--- config.mk ---
export PLATFORM = sky130hd
export DESIGN_NAME = multiplicador_sequencial
export DESIGN_NICKNAME = d
export VERILOG_FILES = /design/src/rtl/multiplicador_sequencial.sv
export SDC_FILE = /design/constraint.sdc
export NUM_CORES = 1
export LEC_CHECK = 0
export BUFFER_PORTS_ARGS = -buffer_cell sky130_fd_sc_hd__buf_2
export CAP_MARGIN = 20
export CELL_PAD_IN_SITES_DETAIL_PLACEMENT = 0
export CELL_PAD_IN_SITES_GLOBAL_PLACEMENT = 1
export CORE_MARGIN = 1
export CORE_UTILIZATION = 30
export CTS_CLUSTER_DIAMETER = 40
export CTS_CLUSTER_SIZE = 14
export DETAILED_ROUTE_END_ITERATION = 16
export PLACE_DENSITY_LB_ADDON = 0.1
export SLEW_MARGIN = 20
export SYNTH_ARGS = -nofsm -noshare
export SYNTH_HDL_FRONTEND = slang
export SYNTH_SLANG_ARGS = --single-unit
export TNS_END_PERCENT = 30
--- constraint.sdc ---
create_clock -name clock -period 2.95 [get_ports clock]
set_clock_uncertainty 0.15 [all_clocks]
set_input_delay 0.1475 -clock clock [delete_from_list [all_inputs] [get_ports clock]]
set_output_delay 0.1475 -clock clock [all_outputs]
set_load 0.1 [all_outputs]
--- src/rtl/multiplicador_sequencial.sv ---
`default_nettype none
// ============================================================================
// Module   : multiplicador_sequencial
// Brief    : Shift-and-add unsigned multiplier. One add/shift per clock over
//            LARGURA cycles through a single LARGURA-bit ripple adder built
//            from a 1-bit full-adder chain. start/busy/done handshake
//            (inicio/ocupado/pronto).
//            Optional feature macro: MULT_ZERO_SKIP_EN (a zero operand
//            completes in one cycle without entering SOMA).
// Revision : 1.0 - initial release
// ============================================================================
module multiplicador_sequencial #(
  parameter int LARGURA = 4
) (
  input  logic                   clock,
  input  logic                   reset_n,
  input  logic                   inicio,
  input  logic [LARGURA-1:0]     numero1,
  input  logic [LARGURA-1:0]     numero2,
  output logic                   ocupado,
  output logic                   pronto,
  output logic [2*LARGURA-1:0]   resultado
);

  localparam int                C_CW     = $clog2(LARGURA) + 1;
  localparam logic [C_CW-1:0]   C_ULTIMO = C_CW'(LARGURA - 1);

  typedef enum logic [0:0] {
    OCIOSO = 1'b0,
    SOMA   = 1'b1
  } estado_t;

  estado_t                state_q, state_d;
  logic [LARGURA-1:0]     m_q, m_d;
  logic [LARGURA-1:0]     q_q, q_d;
  logic [LARGURA-1:0]     a_q, a_d;
  logic [C_CW-1:0]        cnt_q, cnt_d;
  logic [2*LARGURA-1:0]   resultado_q, resultado_d;
  logic                   pronto_q, pronto_d;

  // The adder carry (C) is consumed by the shift in the same cycle it is
  // produced, so it lives only on the carry chain and needs no flop.
  logic [LARGURA-1:0]     w_parcela;
  logic [LARGURA-1:0]     w_soma;
  logic [LARGURA:0]       w_carry;
  logic                   w_atalho;

  assign w_parcela  = q_q[0] ? m_q : '0;
  assign w_carry[0] = 1'b0;

  // Ripple chain of 1-bit full adders: {carry, soma} = A + (Q[0] ? M : 0).
  for (genvar i = 0; i < LARGURA; i++) begin : g_fa
    assign w_soma[i]    = a_q[i] ^ w_parcela[i] ^ w_carry[i];
    assign w_carry[i+1] = (a_q[i] & w_parcela[i]) |
                          (w_carry[i] & (a_q[i] ^ w_parcela[i]));
  end

`ifdef MULT_ZERO_SKIP_EN
  assign w_atalho = (numero1 == '0) || (numero2 == '0);
`else
  assign w_atalho = 1'b0;
`endif

  // Next-state logic: capture on accepted start, add/shift while in SOMA,
  // publish the product on the last iteration.
  always_comb begin
    state_d     = state_q;
    m_d         = m_q;
    q_d         = q_q;
    a_d         = a_q;
    cnt_d       = cnt_q;
    resultado_d = resultado_q;
    pronto_d    = 1'b0;
    unique case (state_q)
      OCIOSO: begin
        if (inicio && w_atalho) begin
          resultado_d = '0;
          pronto_d    = 1'b1;
        end else if (inicio) begin
          m_d     = numero1;
          q_d     = numero2;
          a_d     = '0;
          cnt_d   = '0;
          state_d = SOMA;
        end
      end
      SOMA: begin
        // Logical right shift of {C, S, Q} by one position.
        a_d   = {w_carry[LARGURA], w_soma[LARGURA-1:1]};
        q_d   = {w_soma[0], q_q[LARGURA-1:1]};
        cnt_d = cnt_q + 1'b1;
        if (cnt_q == C_ULTIMO) begin
          resultado_d = {a_d, q_d};
          pronto_d    = 1'b1;
          state_d     = OCIOSO;
        end
      end
      default: state_d = OCIOSO;
    endcase
  end

  // State register with synchronous active-low reset taking priority.
  always_ff @(posedge clock) begin
    if (!reset_n) begin
      state_q     <= OCIOSO;
      m_q         <= '0;
      q_q         <= '0;
      a_q         <= '0;
      cnt_q       <= '0;
      resultado_q <= '0;
      pronto_q    <= 1'b0;
    end else begin
      state_q     <= state_d;
      m_q         <= m_d;
      q_q         <= q_d;
      a_q         <= a_d;
      cnt_q       <= cnt_d;
      resultado_q <= resultado_d;
      pronto_q    <= pronto_d;
    end
  end

  assign ocupado   = (state_q == SOMA);
  assign pronto    = pronto_q;
  assign resultado = resultado_q;

endmodule
`default_nettype wire

==> run_results.csv <==
group,metric,value,unit
die,core,3440,um^2
cts,cts_buffers,3,
timing,slew_viol_final,0,
timing,tightest_slew,0.515,ns
route,drt_iter0_markers,11,
route,wirelength,2.14,mm
route,wl_per_cell,11.7,um
worst_setup_path,critical_path_peak_fanout,5,
finish,nFillCells,366,
power_and_ir_drop,leakage,0.566,nW
power_and_ir_drop,peakVddDrop,0.000167,V
timing,slew-limit-headroom,0.656,
die,die_x,62.7,um
global_route,gr-total-overflow,0,
finish,nets,154,
placed_design,place_congestion,0.684,
die,pin_count,21,
placed_design,dpl_cell_area,1210,um^2
route,viasPerCell,4.46,
cts,cts_tree,"done",
cts,h-tree-depth,1,
route,drt-pass1-iter-count,4,
finish,finalInstanceArea,1300,um^2
synth,yosysSeqAreaShare,0.453,
global_route,grt_start_max_net_pins,26,
synth,yosys_warnings,0,
worst_setup_path,critical_path_arrival,2.48,ns
synth,synth_area_per_cell,9.61,um^2
worst_setup_path,crit_type,"flip-flop to flip-flop",
die,die_area,3930,um^2
run_status,outcome,"finished clean",
cts,cts_setup_buffers,0,
global_route,grt_pass1_wl,3.64,mm
worst_setup_path,cp_data_required_time,2.96,ns
timing,hold_viol,0,
placed_design,dp_hpwl,1.49,mm
timing,timing.fmax,405,MHz
synth,syn_area,1100,um^2
finish,n_antenna_cell,0,
global_route,first_global_vias,773,
synth,ys_ff_latch,25,
cts,clock-root-buffer,"clkbuf_8",
finish,final_cell_mix,"25 x dfxtp_1, 20 x buf_2, 16 x nand2_1",
cts,path_clk_slew,0.08,ns
cts,clk_latency,0.26,ns
finish,fin_util,0.377,
worst_setup_path,cp-end-kind,"flip-flop",
power_and_ir_drop,powerDensity,476,nW/um^2
synth,netlist_instances,115,
timing,fin_crit,2.47,ns
cts,cts.sinks,25,
finish,drive_above_1_share,0.184,
finish,layout.cells.most_common,"dfxtp_1",
global_route,antenna_found_initial,0,
synth,synth_cell_type_count,23,
power_and_ir_drop,total_power,0.618,mW
synth,syn_nets,132,
die,initial_core_util,0.321,
min_path,hp-class,"input port to flip-flop",
timing,post-route-period-util,0.837,
die,die_h,62.7,um
finish,syn_to_final_growth,17.6,%
timing,hold-worst-slack,0.0276,ns
timing,fin_tns_setup,0,ns
timing,setup_viol,0,
cts,clk_path_buf_depth,2,
die,num_rows,21,
worst_setup_path,startpoint_type,"flip-flop",
route,vias,811,
route,drc_errors,0,
global_route,grt_usage,0.119,
route,postRouteAntennaNets,0,
placed_design,port_buffers,20,
timing,rsz0062_at_grt,"false",
run,maxCapViolations,0,
synth_stat cells:
master,number,area share
and3_1,1,0.0057
a21boi_0,2,0.014
nor2b_1,7,0.040
and2_1,1,0.0057
inv_1,6,0.020
ha_1,3,0.034
o21a_1,5,0.034
dfxtp_1,25,0.45
a21oi_1,5,0.023
buf_6,1,0.010
nand2_1,16,0.054
buf_2,3,0.014
o21ai_0,4,0.018
and2_4,1,0.0079
a21boi_1,2,0.014
nand2_2,1,0.0057
buf_4,3,0.020
o211a_1,4,0.036
nor3_1,4,0.018
nor3b_1,2,0.014
fa_1,3,0.054
mux2i_1,9,0.082
nor2_1,7,0.024
cell type report:
cell class | instances | area (um^2) | area share
multi-input cells | 77 | 533 | 0.410
flip-flops and latches | 25 | 500 | 0.385
repair buffers | 24 | 140 | 0.108
well taps | 46 | 57.6 | 0.0443
clock buffers | 4 | 45.0 | 0.0347
inverters | 6 | 22.5 | 0.0173
report_power, final:
group / switching [mW] / internal (mW) / total (mW) / leakage (nW)
registers: 0.0105 / 0.348 / 0.359 / 0.204
clock network: 0.104 / 0.0964 / 0.200 / 0.0228
logic: 0.0341 / 0.0248 / 0.0589 / 0.340
per-layer routing:
layer	share of wire	up-vias	GRT usage
met3	0.043	2	0.0274
li1	-	421	-
met1	0.54	374	0.166
met5	0	-	0
met4	0.0084	0	0.0436
met2	0.41	14	0.175
sequential cells by signal (all words and copies together) (netlist names):
register	count
ocupado	1
resultado	8
a_q	4
pronto	1
q_q	4
m_q	4
cnt_q	3
worst paths after layout:
check	slack, ns	cells after the start	start	to
worst max-delay path	0.48	8	q_q[0]	a_q[2]
worst min-delay path	0.03	3	numero2[3]	q_q[3]
worst max register to register	0.48	8	q_q[0]	a_q[2]
worst min register to register	0.32	2	resultado[2]	resultado[2]
critical path, cell delays in order, from the launching register on:
cell and delay [ns]:
dfxtp_1 0.39, and2_1 0.15, ha_1 0.14, inv_1 0.05
fa_1 0.37, fa_1 0.39, fa_1 0.51, nor2_1 0.05
o21a_1 0.19
timing repair:
action                    CTS  global route
resized for setup           0             0
hold endpoints to repair    4             0
hold buffers                4             0
metrics by stage:
| step | std cells | setup WS [ns] |
|---|---|---|
| detailed placement | 174 | 0.474 |
| floorplan | 115 | 0.589 |
| finish | 182 | 0.482 |
| CTS | 182 | 0.463 |
| global route | 182 | 0.385 |
| global placement | 174 | 0.513 |
logic make-up after synthesis:
logic type / Yosys count / synth area share
buffers and inverters: 13 / 0.0645
AOI/OAI and AO/OA: 22 / 0.138
DFF: 25 / 0.453
muxes: 9 / 0.0815
and+or+nand+nor: 40 / 0.174
adders and majority gates: 6 / 0.0883
No activity file was read; power rests on OpenSTA's default activity.
